==> src/rtl/mips_mem_pkg.sv <==
// Shared definitions for the load/store unit:
// access-size encodings, FSM states and the memory depth.
package mips_mem_pkg;

  localparam int unsigned MEM_WORDS_DEF = 85;

  localparam logic [1:0] SZ_BYTE = 2'b00;
  localparam logic [1:0] SZ_HALF = 2'b01;
  localparam logic [1:0] SZ_WORD = 2'b10;

  typedef enum logic {
    S_IDLE,
    S_RMW_WRITE
  } lsu_state_e;

endpackage

==> src/rtl/subword_align.sv <==
// Little-endian lane handling: load extraction/extension
// and store merge into the current memory word.
module subword_align
  import mips_mem_pkg::*;
(
  input  logic [1:0]  size_i,
  input  logic        unsigned_i,
  input  logic [1:0]  lane_i,
  input  logic [31:0] word_i,
  input  logic [31:0] wdata_i,
  output logic [31:0] load_o,
  output logic [31:0] merged_o
);

  logic [4:0]  bsh;
  logic [4:0]  hsh;
  logic [7:0]  b;
  logic [15:0] h;

  assign bsh = {lane_i, 3'b000};
  assign hsh = {lane_i[1], 4'b0000};
  assign b   = 8'(word_i >> bsh);
  assign h   = 16'(word_i >> hsh);

  always_comb begin
    load_o   = '0;
    merged_o = word_i;
    unique case (1'b1)
      (size_i == SZ_BYTE): begin
        load_o   = {{24{b[7] & ~unsigned_i}}, b};
        merged_o = (word_i & ~(32'h0000_00ff << bsh))
                 | ({24'b0, wdata_i[7:0]} << bsh);
      end
      (size_i == SZ_HALF): begin
        load_o   = {{16{h[15] & ~unsigned_i}}, h};
        merged_o = (word_i & ~(32'h0000_ffff << hsh))
                 | ({16'b0, wdata_i[15:0]} << hsh);
      end
      (size_i == SZ_WORD): begin
        load_o   = word_i;
        merged_o = wdata_i;
      end
      default: ;
    endcase
  end

endmodule

==> src/rtl/load_store_unit.sv <==
// Byte-addressed load/store front end for a word-wide data
// memory; sub-word stores go through a 2-cycle read-modify-write.
module load_store_unit
  import mips_mem_pkg::*;
#(
  parameter int unsigned MEM_WORDS = MEM_WORDS_DEF,
  parameter int unsigned ADDR_W    = 32
) (
  input  logic              clk,
  input  logic              reset,
  input  logic              req_valid,
  input  logic              req_we,
  input  logic [1:0]        req_size,
  input  logic              req_unsigned,
  input  logic [ADDR_W-1:0] req_addr,
  input  logic [31:0]       req_wdata,
  output logic [31:0]       rdata,
  output logic              stall,
  output logic              fault,
  output logic [ADDR_W-1:0] mem_a,
  output logic [31:0]       mem_wd,
  output logic              mem_we,
  input  logic [31:0]       mem_rd
);

  lsu_state_e        state_q, state_d;
  logic [31:0]       merged_q, merged_d;
  logic [ADDR_W-1:0] idx_q, idx_d;

  logic [ADDR_W-1:0] idx;
  logic              misal;
  logic              bad_size;
  logic              oor;
  logic              req_fault;
  logic [31:0]       load_data;
  logic [31:0]       merged;

  assign idx       = req_addr >> 2;
  assign misal     = (req_size == SZ_HALF && req_addr[0])
                   || (req_size == SZ_WORD && req_addr[1:0] != 2'b00);
  assign bad_size  = (req_size == 2'b11);
  assign oor       = (idx >= ADDR_W'(MEM_WORDS));
  assign req_fault = misal | bad_size | oor;

  subword_align u_align (
    .size_i     (req_size),
    .unsigned_i (req_unsigned),
    .lane_i     (req_addr[1:0]),
    .word_i     (mem_rd),
    .wdata_i    (req_wdata),
    .load_o     (load_data),
    .merged_o   (merged)
  );

  always_comb begin
    state_d  = state_q;
    merged_d = merged_q;
    idx_d    = idx_q;
    rdata    = '0;
    stall    = 1'b0;
    fault    = 1'b0;
    mem_we   = 1'b0;
    mem_a    = idx;
    mem_wd   = req_wdata;
    unique case (state_q)
      S_IDLE: begin
        if (req_valid) begin
          if (req_fault) begin
            fault = 1'b1;
          end else if (!req_we) begin
            rdata = load_data;
          end else if (req_size == SZ_WORD) begin
            mem_we = 1'b1;
          end else begin
            stall    = 1'b1;
            merged_d = merged;
            idx_d    = idx;
            state_d  = S_RMW_WRITE;
          end
        end
      end
      S_RMW_WRITE: begin
        mem_a   = idx_q;
        mem_wd  = merged_q;
        mem_we  = 1'b1;
        state_d = S_IDLE;
      end
      default: state_d = S_IDLE;
    endcase
    // reset must also suppress a pending RMW write
    if (reset) begin
      rdata  = '0;
      stall  = 1'b0;
      fault  = 1'b0;
      mem_we = 1'b0;
    end
  end

  always_ff @(posedge clk) begin
    if (reset) begin
      state_q  <= S_IDLE;
      merged_q <= '0;
      idx_q    <= '0;
    end else begin
      state_q  <= state_d;
      merged_q <= merged_d;
      idx_q    <= idx_d;
    end
  end

endmodule

==> config.mk <==
export PLATFORM = sky130hd
export DESIGN_NAME = load_store_unit
export DESIGN_NICKNAME = d
export VERILOG_FILES = /design/src/rtl/mips_mem_pkg.sv /design/src/rtl/subword_align.sv /design/src/rtl/load_store_unit.sv
export SDC_FILE = /design/constraint.sdc
export NUM_CORES = 1
export LEC_CHECK = 0
export ABC_AREA = 1
export ABC_CLOCK_PERIOD_IN_PS = 3710
export CELL_PAD_IN_SITES_DETAIL_PLACEMENT = 0
export CELL_PAD_IN_SITES_GLOBAL_PLACEMENT = 1
export CORE_ASPECT_RATIO = 2
export CORE_MARGIN = 3
export CORE_UTILIZATION = 30
export CTS_CLUSTER_DIAMETER = 100
export DETAILED_ROUTE_END_ITERATION = 16
export DONT_BUFFER_PORTS = 1
export PLACE_DENSITY_LB_ADDON = 0.1
export SYNTH_ARGS = -nofsm -noshare
export SYNTH_HDL_FRONTEND = slang
export SYNTH_SLANG_ARGS = --single-unit
==> constraint.sdc <==
create_clock -name clk -period 3.71 [get_ports clk]
set_clock_uncertainty 0.2 [all_clocks]
set_input_delay 0.371 -clock clk [delete_from_list [all_inputs] [get_ports clk]]
set_output_delay 0.371 -clock clk [all_outputs]
set_load 0.03 [all_outputs]
==> flow_summary.rst, run 1 <==
.. list-table::
   :header-rows: 1

   * - Metric
     - Value
   * - Status
     - completed
   * - Cell count after synthesis
     - between 1k and 1.5k
   * - Max_slew headroom
     - 0.325
   * - M1 GR Usage
     - 0.223
   * - Actual transition at the worst max-transition pin
     - 1.01 ns
   * - Gates resized, CTS repair
     - 0
   * - Commonest non-fill, non-tap cell in the layout
     - nand2_1
   * - Largest net degree at the start of global routing
     - 64
   * - Site row count
     - 67
   * - Final critical-path required period
     - 2.72 ns
   * - Buffer type at the clock tree root
     - clkbuf_16
   * - P_leak
     - 3.24 nW
   * - Last weighted congestion value of the routability-driven placer
     - around 0.89
   * - Nature of the critical path startpoint
     - input port
   * - Crit-path cells
     - inv_2, o21ai_0, nand2_1, o211ai_1, nor2_2, nor2_1, nor2_1, buf_4
   * - Antenna violations before repair
     - 0
   * - CTS tree
     - done
   * - Remaining antenna violation count after routing
     - 0
   * - FF-to-FF setup slack
     - 1.20 ns
   * - Detailed-route wire length per cell
     - 17.0 um
   * - Die Span Y
     - 193 um
   * - Initial core utilization
     - 0.309
   * - Commonest cells after routing, fill and taps aside
     - nand2_1 (311), inv_1 (156), nor2_1 (152), nand3_1 (83), buf_4 (80)
   * - Overflow after GRT
     - 0
   * - Diodes inserted
     - 0
   * - Number of max-capacitance violations reported
     - 0
   * - Final setup viols
     - 0
   * - Number of warnings issued by yosys
     - 0
   * - Register Area
     - 0.00126 mm^2
   * - Required time at the worst-slack endpoint
     - 3.14 ns
   * - Hold Path Cell Cnt
     - 4
   * - Sequential element share of the synthesized area
     - 0.240
   * - Die area
     - roughly 0.019 mm^2
   * - Final worst-path cycle share
     - 0.733
   * - Post-synthesis to final-layout area growth
     - 17.4%
   * - Number of clock sinks
     - 63
   * - Initial drt markers
     - ~240
   * - Die Wd
     - between 90 and 100 um
   * - GR Layer Usage met3
     - 0.0371
   * - Setup Crit Path Kind
     - in -> out
   * - Slowest-stage cell, CP
     - nor2_2
   * - Post-route worst hold slack
     - 0.100 ns
   * - Max FO, Critical Path
     - 24
   * - Number of levels in the clock H-tree
     - 3
   * - Arr. time, crit path
     - 2.15 ns
   * - Library cell occupying the most area in the post-synthesis netlist
     - dfxtp_1
   * - Top post-synthesis cells by area
     - dfxtp_1 (24%), nand2_1 (22%), inv_1 (11%), nor2_1 (11%), nand3_1 (7.9%)
   * - Most utilized layer in the global route result
     - met2
   * - Wire length of the first global-routing pass
     - 32,500 um
   * - Biggest cell delay along the critical path
     - about 0.7 ns
   * - Endpoint type of the worst setup path
     - output pin
   * - Via density per instance
     - 4.88
   * - Number of synthesized register bits
     - 63
   * - Via count of the first global-routing pass
     - 5,915
   * - Power density over the cells
     - 316 mW/mm^2
   * - Count of filler cells inserted in the layout
     - around 2.0k
   * - Worst-case clock buffer depth
     - 2
   * - Total Power Consumption
     - 1.95 mW
   * - GR met2 Demand/Resource
     - 0.402
   * - Total standard cell area after synthesis
     - approximately 0.0053 mm^2
   * - I/O Pins
     - roughly 200
   * - Overall via count from detail_route
     - 6,070
   * - Number of max-slew violations in the final report
     - 0
   * - Critical path's most frequent cell
     - nor2_1
   * - Clock latency at the later pin of the worst-skew pair
     - 0.33 ns
   * - R2R cell count
     - 7
   * - Setup repair after global routing missed its margin
     - false
   * - Highest attainable clock frequency
     - 368 MHz
   * - Detailed-placement wirelength estimate
     - 16,200 um
   * - Router iterations before antenna repair
     - 8
   * - Cell variety after synth
     - 23
   * - Proportion of layout cells with a drive suffix above 1
     - 0.101
   * - Number of port buffers
     - 0
   * - Clock-pin slew on the worst setup and hold paths
     - approximately 0.05 ns
   * - Drt drc
     - 0
   * - Sum of routed wire length over all layers
     - 21,100 um
   * - Number of nets in the layout
     - 1,135
   * - Combined area of the multi-input logic cells
     - 0.00314 mm^2
   * - Worst ir drop on vdd
     - ~0.2 mV
   * - Area of the core
     - 0.0170 mm^2
   * - Path type of the worst min-delay path
     - in -> reg
   * - Post-synth top area share
     - 0.240
   * - Total global routing track utilization
     - 0.215
   * - Total clock buffers created by CTS
     - 9
   * - Mapped Avg Cell Area
     - 5.25 um^2
   * - Setup TNS
     - 0 ns
   * - Final hold violation count
     - 0
## cell usage after synthesis
master / number
and2_1: 1
conb_1: 1
inv_2: 4
o211ai_1: 1
clkbuf_1: 29
a21oi_1: 39
dfxtp_1: 63
nand3_1: 83
nor2_2: 3
o221ai_1: 7
nor2_1: 152
nor3_1: 1
o22ai_1: 8
nand4_1: 39
nand4_4: 1
o21ai_0: 67
buf_2: 23
nor3_2: 1
buf_4: 3
nand2_1: 311
nor2_4: 1
inv_1: 156
buf_1: 9
## per-layer routing
layer | routed length (um) | share of wire | vias to the layer above
li1 | - | - | 3166
met1 | 7810 | 0.37 | 2647
met2 | 11100 | 0.53 | 227
met3 | 1300 | 0.061 | 30
met4 | 926 | 0.044 | 0
met5 | 0 | 0 | -
## power breakdown
group,switching (mW),total (mW),internal [mW]
logic,0.261,0.369,0.107
clock network,0.306,0.906,0.600
registers,0.00000000296,0.677,0.677
total,0.567,1.95,1.38
## sequential cells by signal (all words and copies together), names as in the netlist
name,flops
merged_q,32
state_q,1
idx_q,30
## path summary, 6_finish.rpt
check                  to   startpoint
max             rdata[30]  req_addr[1]
min              idx_q[6]  req_addr[8]
max reg2reg  merged_q[15]      state_q
min reg2reg     idx_q[27]    idx_q[27]
## critical path: cells and delay by family
kind | cells | cell delay [ns]
AND/OR/NAND/NOR | 4 | 1.01
buffers and inverters | 2 | 0.41
AO/OA/AOI/OAI | 2 | 0.33
## metrics by stage
step           instance area, um^2   util  setup WS (ns)  cells
2_1_floorplan                 5270      -           1.24   1004
3_3_place_gp                  5860  0.344          0.984   1227
5_1_grt                       6180  0.363          0.713   1243
4_1_cts                       6180  0.363          0.931   1243
6_report                      6180  0.363          0.991   1243
3_5_place_dp                  5860  0.344          0.992   1227
## cell type report
class | count | share of cell area
Inverter | 160 | 0.0972
Clock buffer | 11 | 0.0393
Clock inverter | 4 | 0.0113
Timing Repair Buffer | 81 | 0.0988
Tap cell | 207 | 0.0419
Multi-Input combinational cell | 717 | 0.507
Sequential cell | 63 | 0.204
## timing repair
action | in CTS | in global routing
setup buffers | 0 | 0
endpoints found under the hold margin | 1 | 0
hold buffers | 1 | 0
## logic make-up (layout without fill, tap and decap cells)
kind of cell	Yosys count	count (layout)	synth area share
DFF	63	63	0.240
AOI/OAI and AO/OA	122	122	0.123
and+or+nand+nor	593	593	0.469
buffers and inverters	224	256	0.167
other	1	2	0.000712
Note: power is estimated with default switching activity, not from simulation.
==> run 2: changes to the inputs <==
Settings changed: ABC_CLOCK_PERIOD_IN_PS 3710 to 2850.
Clock period 3.71 ns to 2.85 ns, I/O delays scaled along.
==> flow_summary.rst, run 2 (synthesis results as in run 1) <==
.. list-table::
   :header-rows: 1

   * - Metric
     - Value
   * - Crit path buffers/inverters
     - 3 (+1)
   * - Commonest non-fill, non-tap cell in the layout
     - nand2_1
   * - Sum of routed wire length over all layers
     - 20,800 um (-1.7%)
   * - Overflow after GRT
     - 0 (unchanged)
   * - Biggest cell delay along the critical path
     - 0.24 ns (-0.46 ns)
   * - Die Span Y
     - 193 um (unchanged)
   * - Worst-case clock buffer depth
     - 2 (unchanged)
   * - Endpoint type of the worst setup path
     - output pin
   * - Largest registers in the final layout
     - merged_q x32, idx_q x30, state_q x1
   * - Clock-pin slew on the worst setup and hold paths
     - 0.05 ns (about the same)
   * - Required time at the worst-slack endpoint
     - 2.37 ns (-0.77 ns)
   * - Final hold violation count
     - 0 (unchanged)
   * - Via density per instance
     - 4.82 (-1.4%)
   * - Power density over the cells
     - 390 mW/mm^2 (+23%)
   * - Nature of the critical path startpoint
     - input port
   * - Total Power Consumption
     - 2.45 mW (+26%)
   * - Total global routing track utilization
     - 0.213 (-0.00241)
   * - Actual transition at the worst max-transition pin
     - 1.00 ns (-0.00807 ns)
   * - I/O Pins
     - 202 (unchanged)
   * - P_leak
     - 3.30 nW (+1.9%)
   * - Die Wd
     - 99.7 um (unchanged)
   * - Crit-path cells
     - inv_2, nand2_1, nand2_1, nand3_1, nor2_4, and2_1, nand2_1, buf_4, nor2_1, buf_4
   * - Largest net degree at the start of global routing
     - 66 (+3.1%)
   * - Overall via count from detail_route
     - 6,073 (+0.049%)
   * - CTS tree
     - done
   * - Initial drt markers
     - 294 (+24%)
   * - Number of max-capacitance violations reported
     - 0 (unchanged)
   * - GR met2 Demand/Resource
     - 0.390 (-0.0114)
   * - Wire length of the first global-routing pass
     - 32,200 um (-1.1%)
   * - Setup repair after global routing missed its margin
     - false
   * - Max FO, Critical Path
     - 32 (+33%)
   * - Post-synthesis to final-layout area growth
     - 19.5%
   * - Number of port buffers
     - 0 (unchanged)
   * - Gates resized, CTS repair
     - 0 (unchanged)
   * - Arr. time, crit path
     - 1.99 ns (-0.16 ns)
   * - Top reg by flops
     - merged_q
   * - Remaining antenna violation count after routing
     - 0 (unchanged)
   * - Crit-path leading delay family
     - simple AND/OR/NAND/NOR gates
   * - Antenna violations before repair
     - 0 (unchanged)
   * - Critical path's most frequent cell
     - nand2_1
   * - Die area
     - 0.0193 mm^2 (unchanged)
   * - Setup Crit Path Kind
     - in -> out
   * - Most utilized layer in the global route result
     - met2
   * - Slowest-stage cell, CP
     - nand2_1
   * - Drt drc
     - 0 (unchanged)
   * - Number of nets in the layout
     - 1,152 (+1.5%)
   * - M1 GR Usage
     - 0.221 (-0.00153)
   * - Worst ir drop on vdd
     - 0.241 mV (+23%)
   * - Number of clock sinks
     - 63 (unchanged)
   * - Count of filler cells inserted in the layout
     - 2,037 (+2.0%)
   * - Flip-flop count of the largest register, all copies and words added
     - 32 (unchanged)
   * - Via count of the first global-routing pass
     - 5,804 (-1.9%)
   * - Commonest cells after routing, fill and taps aside
     - nand2_1 (311), inv_1 (156), nor2_1 (152), buf_4 (96), nand3_1 (83)
   * - Last weighted congestion value of the routability-driven placer
     - 0.894 (+0.35%)
   * - Path type of the worst min-delay path
     - in -> reg
   * - Number of max-slew violations in the final report
     - 0 (unchanged)
   * - Initial core utilization
     - 0.309 (unchanged)
   * - Diodes inserted
     - 0 (unchanged)
   * - Detailed-route wire length per cell
     - 16.5 um (-3.1%)
   * - GR Layer Usage met3
     - 0.0422 (+0.00505)
   * - Final worst-path cycle share
     - 0.869
   * - Buffer type at the clock tree root
     - clkbuf_16
   * - Final critical-path required period
     - 2.48 ns
   * - Highest attainable clock frequency
     - a little over 400 MHz
   * - Area of the core
     - 0.0170 mm^2 (unchanged)
   * - Number of levels in the clock H-tree
     - 3 (unchanged)
   * - Detailed-placement wirelength estimate
     - 16,300 um (+0.76%)
   * - Total clock buffers created by CTS
     - 9 (unchanged)
   * - Setup TNS
     - 0 ns (unchanged)
   * - Max_slew headroom
     - 0.331 (+0.00540)
   * - Proportion of layout cells with a drive suffix above 1
     - 0.115 (+0.0134)
   * - Router iterations before antenna repair
     - 5 (-3)
   * - Clock latency at the later pin of the worst-skew pair
     - 0.32 ns (about the same)
   * - Final setup viols
     - 0 (unchanged)
   * - Status
     - completed
   * - Site row count
     - 67 (unchanged)
run 2: per-stage QoR:
step | hold WS (ns) | std cells | area [um^2] | utilization | setup WS (ns)
6_report | 0.0437 | 1261 | 6290 | 0.370 | 0.374
5_1_grt | 0.0551 | 1261 | 6290 | 0.370 | 0.142
4_1_cts | 0.0249 | 1261 | 6290 | 0.370 | 0.373
3_5_place_dp | 0.170 | 1243 | 5980 | 0.351 | 0.382
3_3_place_gp | 0.165 | 1243 | 5980 | 0.351 | 0.436
2_1_floorplan | 0.157 | 1004 | 5270 | - | 0.555
run 2: worst paths after layout:
| path | startpoint | endpoint | slack [ns] | cells after the start |
|---|---|---|---|---|
| worst max-delay path | req_addr[1] | rdata[2] | 0.37 | 10 |
| worst min-delay path | req_addr[5] | idx_q[3] | 0.04 | 4 |
| worst max register to register | state_q | merged_q[26] | 0.95 | 7 |
| worst min register to register | idx_q[13] | idx_q[13] | 0.25 | 2 |
run 2: layout make-up:
cell class	count	area (um^2)	area share
Sequential cell	63	1260	0.201
Inverter	160	601	0.0955
Tap cell	207	259	0.0412
Clock inverter	5	58.8	0.00935
Clock buffer	11	233	0.0370
Multi-Input combinational cell	717	3140	0.499
Timing Repair Buffer	98	741	0.118
run 2: tightest hold or removal path, delay by kind of cell:
family,cells,cell delay (ns)
AND/OR/NAND/NOR,3,0.20
buffers and inverters,1,0.05
run 2: layer usage:
metal,part of all wire,vias to the layer above
met2,0.53,212
met4,0.046,0
met3,0.070,31
li1,-,3199
met5,0,-
met1,0.36,2631
run 2: what timing repair did:
action                    4_1_cts  5_1_grt
hold endpoints to repair        2        0
setup buffers                   0        0
hold buffers                    2        0
run 2: power breakdown:
group / internal (mW) / switching (mW) / leakage (nW) / total (mW)
clock: 0.677 / 0.397 / 0.136 / 1.07
combinational: 0.153 / 0.345 / 2.66 / 0.499
sequential: 0.881 / 0.00000000386 / 0.507 / 0.881
==> run 3: changes to the inputs <==
Settings changed: CORE_MARGIN 3 to unset, CORE_UTILIZATION 30 to 41.
==> flow_summary.rst, run 3 (synthesis results as in run 1) <==
.. list-table::
   :header-rows: 1

   * - Metric
     - Value
   * - Overflow after GRT
     - 0 (unchanged)
   * - Clock-pin slew on the worst setup and hold paths
     - 0.05 ns (about the same)
   * - Count of filler cells inserted in the layout
     - 1,407 (-31%)
   * - Setup TNS
     - 0 ns (unchanged)
   * - Worst-case setup slack after placement
     - 0.471 ns (+0.0893 ns)
   * - Number of levels in the clock H-tree
     - 3 (unchanged)
   * - P_leak
     - 3.34 nW (+1.1%)
   * - Crit-path leading delay family
     - simple AND/OR/NAND/NOR gates
   * - Core occupancy in the finished layout
     - 0.500 (+0.131)
   * - Final worst-path cycle share
     - 0.865 (-0.00343)
   * - Last weighted congestion value of the routability-driven placer
     - 0.949 (+6.1%)
   * - FF-to-FF setup slack
     - 0.61 ns (-0.34 ns)
   * - Final setup viols
     - 0 (unchanged)
   * - Sum of routed wire length over all layers
     - 19,100 um (-8.1%)
   * - Total global routing track utilization
     - 0.290 (+0.0777)
   * - Area of the core
     - 0.0126 mm^2 (-26%)
   * - Placed Instance Area
     - 0.00594 mm^2 (-0.69%)
   * - Site row count
     - 58 (-13%)
   * - Router iterations before antenna repair
     - 5 (unchanged)
   * - Quantity of hold-fixing buffers added after cts
     - 1 (-1)
   * - Setup Buffers After CTS
     - 0 (unchanged)
   * - Antenna violations before repair
     - 0 (unchanged)
   * - Commonest cells after routing, fill and taps aside
     - nand2_1 (311), inv_1 (156), nor2_1 (152), buf_4 (100), nand3_1 (83)
   * - Drt drc
     - 0 (unchanged)
   * - Via count of the first global-routing pass
     - 5,836 (+0.55%)
   * - Slowest-stage cell, CP
     - nor3_4
   * - Biggest cell delay along the critical path
     - 0.43 ns (+0.19 ns)
   * - I/O Pins
     - 202 (unchanged)
   * - Crit path buffers/inverters
     - 2 (-1)
   * - CTS tree
     - done
   * - Post-route worst hold slack
     - 0.0190 ns (-0.0247 ns)
   * - Die area
     - 0.0133 mm^2 (-31%)
   * - Die Wd
     - 82.1 um (-18%)
   * - Post-synthesis to final-layout area growth
     - 19.3%
   * - Final hold violation count
     - 0 (unchanged)
   * - Commonest non-fill, non-tap cell in the layout
     - nand2_1
   * - Number of max-slew violations in the final report
     - 0 (unchanged)
   * - Highest attainable clock frequency
     - 405 MHz (+0.40%)
   * - Number of nets in the layout
     - 1,155 (+0.26%)
   * - Initial core utilization
     - 0.419 (+0.110)
   * - Clock latency at the later pin of the worst-skew pair
     - 0.32 ns (about the same)
   * - Power density over the cells
     - 410 mW/mm^2 (+5.2%)
   * - Status
     - completed
   * - Endpoint type of the worst setup path
     - output pin
   * - Final critical-path required period
     - 2.47 ns (-0.00976 ns)
   * - Largest registers in the final layout
     - merged_q x32, idx_q x30, state_q x1
   * - Arr. time, crit path
     - 1.98 ns (about the same)
   * - Cell Count Post-Placement
     - 1,190 (-4.3%)
   * - Total clock buffers created by CTS
     - 9 (unchanged)
   * - Number of max-capacitance violations reported
     - 0 (unchanged)
   * - Initial drt markers
     - 262 (-11%)
   * - Flip-flop count of the largest register, all copies and words added
     - 32 (unchanged)
   * - Actual transition at the worst max-transition pin
     - 1.01 ns (+0.00767 ns)
   * - Buffer type at the clock tree root
     - clkbuf_16
   * - Setup Crit Path Kind
     - reg -> out
   * - Worst ir drop on vdd
     - 0.556 mV (+130%)
   * - Number of clock sinks
     - 63 (unchanged)
   * - Max FO, Critical Path
     - 27 (-16%)
   * - Required time at the worst-slack endpoint
     - 2.37 ns (about the same)
   * - Number of port buffers
     - 0 (unchanged)
   * - Proportion of layout cells with a drive suffix above 1
     - 0.120 (+0.00535)
   * - Crit-path cells
     - inv_2, nand2_1, nor3_4, nand4_4, nor2_1, buf_4
   * - Fin worst setup slack
     - 0.384 ns (+0.00976 ns)
   * - Die Span Y
     - 162 um (-16%)
   * - Nature of the critical path startpoint
     - register
   * - Diodes inserted
     - 0 (unchanged)
   * - Largest net degree at the start of global routing
     - 63 (-4.5%)
   * - Max_slew headroom
     - 0.326 (-0.00513)
   * - Setup repair after global routing missed its margin
     - false
   * - Detailed-placement wirelength estimate
     - 14,900 um (-8.8%)
   * - Post-layout instance area
     - 0.00628 mm^2 (-0.16%)
   * - Worst-case clock buffer depth
     - 2 (unchanged)
   * - Detailed-route wire length per cell
     - 15.8 um (-3.9%)
   * - Via density per instance
     - 5.17 (+7.3%)
   * - Overall via count from detail_route
     - 6,238 (+2.7%)
   * - Top reg by flops
     - merged_q
   * - Total Power Consumption
     - 2.58 mW (+5.1%)
   * - Path type of the worst min-delay path
     - in -> reg
   * - Wire length of the first global-routing pass
     - 29,200 um (-9.3%)
   * - Remaining antenna violation count after routing
     - 0 (unchanged)
   * - Number of non-filler instances in the completed layout
     - 1,207 (-4.3%)
   * - Gates resized, CTS repair
     - 0 (unchanged)
run 3: worst paths after layout:
check              start           end  depth (start not counted)
max              state_q         stall                          6
min          req_addr[8]      idx_q[6]                          4
max reg2reg      state_q  merged_q[17]                          7
min reg2reg     idx_q[9]      idx_q[9]                          2
run 3: worst reg2reg max path, cell delays in order, from the launching register on:
cell and delay, ns:
dfxtp_1 0.32, inv_2 0.30, nand2_1 0.16, nor3_4 0.43, buf_4 0.41, nand4_1 0.19, nand2_1 0.09, nor2_1 0.05
run 3: power breakdown:
| part | internal [mW] | leakage (nW) | switching, mW |
|---|---|---|---|
| Sequential | 0.881 | 0.507 | 0.00000000421 |
| Clock | 0.811 | 0.158 | 0.389 |
| Combinational | 0.155 | 2.68 | 0.341 |
run 3: cell type report:
class,instances,area (um^2),area share
clock buffer,11,253,0.0402
clock inverter,5,80.1,0.0128
inverter,160,601,0.0956
multi-input combinational,717,3140,0.500
sequential,63,1260,0.201
tap,150,188,0.0299
timing repair buffer,101,761,0.121
run 3: metal layers:
| layer | up-vias | routed length [um] | GRT usage | share of wire |
|---|---|---|---|---|
| met5 | - | 0 | 0 | 0 |
| met4 | 0 | 1090 | 0.178 | 0.057 |
| met3 | 48 | 1270 | 0.0489 | 0.066 |
| met2 | 268 | 10000 | 0.535 | 0.52 |
| met1 | 2721 | 6720 | 0.287 | 0.35 |
| li1 | 3201 | - | - | - |
==> RTL edit 1 (flow settings as in run 2) <==
Make the reset (`reset`) asynchronous in one clocked block.
--- a/src/rtl/load_store_unit.sv
+++ b/src/rtl/load_store_unit.sv
@@ -98,3 +98,3 @@
 
-  always_ff @(posedge clk) begin
+  always_ff @(posedge clk or posedge reset) begin
     if (reset) begin
Check against the original RTL: differs if reset is asserted again (counterexample within 4 cycles, from zero or initial values and one cycle with reset high); with reset held inactive, the same outputs for 4 cycles.
==> RTL edit 1 against run 2 <==
Wire length down 9.4%. Setup slack worse by 0.12 ns. Utilization up 0.27 points. Sequential cell count unchanged. Die area down 4.7%. Non-clock buffer count down 5. Final area down 3.2%. Global-route usage down 1.1 points. Largest cell class unchanged. First-iteration DRC count down 11%. Synthesized area down 4.9%. Worst hold slack worse by 0.043 ns. Sequential share of layout area up 5.9 points. Highest routed layer unchanged. Total power up 0.43%.
==> RTL edit 1: results (changes against run 2) <==
| Metric | Value |
|---|---|
| Share of layout cells above drive strength 1 | `0.113 (-0.00167)` |
| Critical path's top delay family | `simple AND/OR/NAND/NOR gates` |
| Drt via density | `4.90 (+1.7%)` |
| Crit path max-delay cell type | `dlygate4sd3_1` |
| Reg-to-reg endpoint | `merged_q[4]$_DFFE_PP0P_` |
| CTS max path bufs | `2 (unchanged)` |
| DP HPWL | `14700 um (-10%)` |
| FF-to-FF Start | `state_q$_DFF_PP0_` |
| Register-to-Register Path Depth | `6 (-1)` |
| Area contributors post-synth | `dfrtp_1 31%, nand2_1 28%, o21ai_0 8.6%, inv_1 7.9%, nor2_1 6.1%` |
| Clock buffer count from CTS | `9 (unchanged)` |
| Largest net degree at the start of global routing | `65 (-1.5%)` |
| Leakage power total | `3.43 nW (+3.9%)` |
| Critical path startpoint | `reset` |
| Cell variety after synth | `24 (+4.3%)` |
| Most frequent cells after synthesis | `369 x nand2_1, 106 x inv_1, 86 x o21ai_0` |
| Critical Path Fanout Max | `32 (unchanged)` |
| Yosys Warn Count | `0 (unchanged)` |
| Drt pass-1 iters | `5 (unchanged)` |
| Wire per inst | `16.5 um (about the same)` |
| # DRC | `0 (unchanged)` |
| DR iter-0 viols | `263 (-11%)` |
| Clk slew on worst S/H paths | `0.06 ns` |
| Total global-route track usage | `0.202 (-0.0106)` |
| R2r setup slk | `0.91 ns (-0.04 ns)` |
| Peak VDD IR | `0.320 mV (+33%)` |
| Htree depth | `3 (unchanged)` |
| Register area share after synthesis | `0.315 (+0.0752)` |
| Buffers on Ports | `0 (unchanged)` |
| Largest regs | `merged_q x32, idx_q x30, state_q x1` |
| Worst Path Arrival | `2.11 ns (+0.12 ns)` |
| Normalized max-slew margin | `0.445 (+0.115)` |
| Initial antenna violation count | `0 (unchanged)` |
| Setup crit end | `rdata[5]` |
| Prevailing post-synth register cell | `dfrtp_1` |
| Fin nets | `1035 (-10%)` |
| Root buffer cell | `clkbuf_16` |
| GPL Wtd Cong | `0.857 (-4.2%)` |
| Vias in the first global route | `5459 (-5.9%)` |
| Hold Crit Class | `primary input to register` |
| Status | `complete, no violations` |
| Global-route wire length before repair | `29700 um (-7.7%)` |
| Ant. Diodes | `0 (unchanged)` |
| Worst-skew pair later-pin latency | `0.33 ns` |
| Post-synth ARST share | `1.00 (+1.00)` |
| Crit-path max cell delay | `0.60 ns (+0.36 ns)` |
RTL edit 1: power breakdown:
| group | leakage [nW] | internal, mW | switching [mW] |
|---|---|---|---|
| sequential | 0.790 | 0.895 | 0.000000139 |
| combinational | 2.49 | 0.138 | 0.327 |
| clock | 0.152 | 0.720 | 0.384 |
| total | 3.43 | 1.75 | 0.711 |
RTL edit 1: repair_timing:
action	in CTS	in global routing
setup buffers	0	0
endpoints found under the setup margin	0	32
hold endpoints to repair	75	0
hold buffers	13	0
resized for setup	0	3
RTL edit 1: routing by layer:
layer | vias up | wire (um) | GRT usage
met3 | 25 | 1480 | 0.0508
met2 | 221 | 9550 | 0.359
met5 | - | 0 | 0
met4 | 0 | 830 | 0.101
li1 | 2838 | - | -
met1 | 2506 | 6940 | 0.221
RTL edit 1: worst min-delay path by stage:
stage	start	end	slack, ns	cells past startpoint
after global routing	mem_rd[24]	merged_q[24]$_DFFE_PP0P_	0.01	2
after CTS	mem_rd[0]	merged_q[0]$_DFFE_PP0P_	0.0007	4
after floorplan	reset	idx_q[0]$_DFFE_PP0P_	0.21	1
after global placement	idx_q[7]$_DFFE_PP0P_	idx_q[7]$_DFFE_PP0P_	0.25	2
after detailed placement	idx_q[19]$_DFFE_PP0P_	idx_q[19]$_DFFE_PP0P_	0.25	2
final	mem_rd[24]	merged_q[24]$_DFFE_PP0P_	0.0008	2
RTL edit 1: layout make-up:
type,instances,area (um2)
repair buffers,93,731
fillers,1865,10300
clock buffers,12,256
inverters,110,417
flip-flops and latches,63,1580
clock inverters,4,45.0
well taps,204,255
multi-input cells,655,2810
RTL edit 1: kinds of logic after synthesis:
kind of cell           share of synthesized area
flip-flops                                 0.315
other                                   0.000749
buffers and inverters                      0.131
AND/OR/NAND/NOR                            0.399
AO/OA/AOI/OAI                              0.155
RTL edit 1: worst register-to-register path, cell delays in order (launching register included):
cell      delay, ns
dfrtp_2        0.40
nor3_2         0.08
nand4_4        0.12
buf_4          0.43
clkinv_1       0.40
nand2_1        0.15
nand2_1        0.06
RTL edit 1: stage by stage:
step / instances / worst slack (ns) / cell area (um2) / hold WS, ns
after floorplan: 882 / 0.339 / 5020 / 0.214
after global placement: 1112 / 0.374 / 5640 / 0.250
after detailed placement: 1112 / 0.232 / 5640 / 0.252
after CTS: 1141 / 0.000111 / 6070 / 0.000665
after global routing: 1141 / 0.0494 / 6090 / 0.0104
final: 1141 / 0.251 / 6090 / 0.000805
==> RTL edit 2 (settings of run 2) <==
Made on the original files. The parameter `ADDR_W` goes from 32 to 36.
--- a/src/rtl/load_store_unit.sv
+++ b/src/rtl/load_store_unit.sv
@@ -6,3 +6,3 @@
   parameter int unsigned MEM_WORDS = MEM_WORDS_DEF,
-  parameter int unsigned ADDR_W    = 32
+  parameter int unsigned ADDR_W    = 36
 ) (
Interface: changed (resized mem_a and req_addr); port bits go from 202 to 210. No check against the original RTL was run, so the function may have changed too.
==> RTL edit 2 against run 2 <==
Register-to-register slack worse by 0.06 ns. Maximum frequency decreased by 5.0%. Sequential cell count rose by 4. Count of clock-buffer cells in the layout fell by 2. Final area fell by 5.6%. Wire length is 7.4% lower. Total power is 6.7% higher. Synthesized area down 8.0%. Setup slack worse by 0.13 ns. Critical path depth unchanged. Clock power increased by 13%. Final cell count is 10% lower.
==> RTL edit 2: results (changes against run 2) <==
| Metric | Value |
|---|---|
| Postcts setup bufs | `0 (unchanged)` |
| Cell variety after synth | `33 (+43%)` |
| R2r setup slk | `0.89 ns (-0.06 ns)` |
| CTS max path bufs | `2 (unchanged)` |
| Root buffer cell | `clkbuf_16` |
| Hold Crit Class | `primary input to register` |
| Number of synthesized flops with an enable pin | `0 (unchanged)` |
| Post-synth ARST share | `0 (unchanged)` |
| Prevailing post-synth register cell | `dfxtp_1` |
| Global-route wire length before repair | `28400 um (-12%)` |
| Dpl cell area | `0.00553 mm2 (-7.5%)` |
| Max-slew violation count | `0 (unchanged)` |
| Largest regs | `idx_q x34, merged_q x32, state_q x1` |
| Worst-skew pair later-pin latency | `approximately 0.33 ns` |
| Pre-CTS WS | `0.222 ns (-0.160 ns)` |
| Htree depth | `3 (unchanged)` |
| Clk slew on worst S/H paths | `~0.06 ns` |
| Status | `complete, no violations` |
| Critical Path Fanout Max | `25 (-22%)` |
| HP Start | `mem_rd[3]` |
| Drt pass-1 iters | `4 (-1)` |
| Buffers on Ports | `0 (unchanged)` |
| Cts repair resizes | `0 (unchanged)` |
| Clock buffer count from CTS | `9 (unchanged)` |
| Hold Path Depth | `4 (unchanged)` |
| DP HPWL | `15300 um (-6.7%)` |
| Drt via density | `4.83 (+0.34%)` |
| Worst Path Arrival | `2.12 ns (+0.13 ns)` |
| Reg-to-reg endpoint | `merged_q[23]$_SDFFE_PP0P_` |
| Leakage power total | `3.10 nW (-6.1%)` |
| GPL Wtd Cong | `0.864 (-3.4%)` |
| Top reg by flops | `idx_q` |
| Peak VDD IR | `0.237 mV (-1.7%)` |
| Largest net degree at the start of global routing | `74 (+12%)` |
| Register area share after synthesis | `0.277 (+0.0374)` |
| DR iter-0 viols | `202 (-31%)` |
| Share of layout cells above drive strength 1 | `0.164 (+0.0495)` |
| Area contributors post-synth | `dfxtp_1 28%, nand2_1 19%, nor2_1 13%, inv_1 7.7%, o21ai_0 7.3%` |
| Normalized max-slew margin | `0.405 (+0.0744)` |
| Wire per inst | `17.0 um (+3.1%)` |
| Final WL | `19200 um (-7.4%)` |
| Synthesized area per cell | `5.59 um2 (+6.4%)` |
| Most frequent cells after synthesis | `250 x nand2_1, 162 x nor2_1, 100 x inv_1` |
| Hold endpoint | `merged_q[3]$_SDFFE_PP0P_` |
| Ant. Diodes | `0 (unchanged)` |
| Register-to-Register Path Depth | `7 (unchanged)` |
| Vias in the first global route | `5242 (-9.7%)` |
| Yosys Warn Count | `0 (unchanged)` |
| Placed Instances | `1108 (-11%)` |
| FF-to-FF Start | `state_q$_SDFF_PP0_` |
| Fin nets | `1033 (-10%)` |
| Initial antenna violation count | `0 (unchanged)` |
| Total global-route track usage | `0.213 (+0.000522)` |
## RTL edit 2: cell types whose count changed after synthesis, sizes merged, moves of 10 or more
cell	delta
a21oi	-23
buf	-14
inv	-25
nand2	-56
nand3	-41
nand4	-31
nor2	+10
o211ai	+10
o22ai	+11
## RTL edit 2: how the worst max path moves through the flow
stage	startpoint	end	slack [ns]	depth (start not counted)
after floorplan	req_size[0]	rdata[19]	0.55	11
after CTS	req_addr[10]	rdata[26]	0.20	10
final	req_addr[10]	rdata[17]	0.24	10
after global placement	req_addr[10]	rdata[27]	0.29	10
after detailed placement	req_addr[10]	rdata[26]	0.22	10
after global routing	req_addr[10]	rdata[10]	0.03	10
## RTL edit 2: metrics by stage
| stage | hold WS, ns | util |
|---|---|---|
| final | 0.0101 | 0.376 |
| after global routing | 0.0311 | 0.376 |
| after CTS | 0.000166 | 0.376 |
| after detailed placement | 0.154 | 0.350 |
| after global placement | 0.152 | 0.350 |
| after floorplan | 0.157 | - |
## RTL edit 2: logic make-up (layout without fill, tap and decap cells)
| kind of cell | count (synthesis) | count (layout) | synth area share |
|---|---|---|---|
| AO/OA/AOI/OAI | 139 | 139 | 0.168 |
| AND/OR/NAND/NOR | 476 | 476 | 0.401 |
| flip-flops | 67 | 67 | 0.277 |
| other | 1 | 2 | 0.000774 |
| buffers and inverters | 184 | 247 | 0.154 |
## RTL edit 2: area by class of cell
class	count	area, um2
flip-flops and latches	67	1340
clock inverters	7	101
inverters	136	513
multi-input cells	617	2770
clock buffers	9	225
fillers	1816	9840
repair buffers	95	733
well taps	201	251
## RTL edit 2: critical path, cell delays in order
cell and delay [ns]:
nor2_1 0.22, nand2_1 0.08, nor2_1 0.17, nand3_2 0.15, nor2_8 0.21, nand2_2 0.09, inv_2 0.11, nand3_2 0.37
nor2_1 0.24, buf_4 0.19
## RTL edit 2: metal layers
metal / wire length (um) / GRT usage / share of wire / vias up
li1: - / - / - / 2808
met1: 6940 / 0.216 / 0.36 / 2442
met2: 10400 / 0.403 / 0.54 / 196
met3: 1160 / 0.0445 / 0.060 / 24
met4: 695 / 0.0975 / 0.036 / 0
met5: 0 / 0 / 0 / -
## RTL edit 2: report_power, final
group	switching, mW	internal (mW)	leakage (nW)
clock network	0.442	0.771	0.152
registers	0.000000000444	0.936	0.540
logic	0.330	0.137	2.41
total	0.772	1.84	3.10
## RTL edit 2: repair_timing
action	CTS	global route
endpoints found under the hold margin	12	0
hold buffers	8	0
endpoints found under the setup margin	0	0
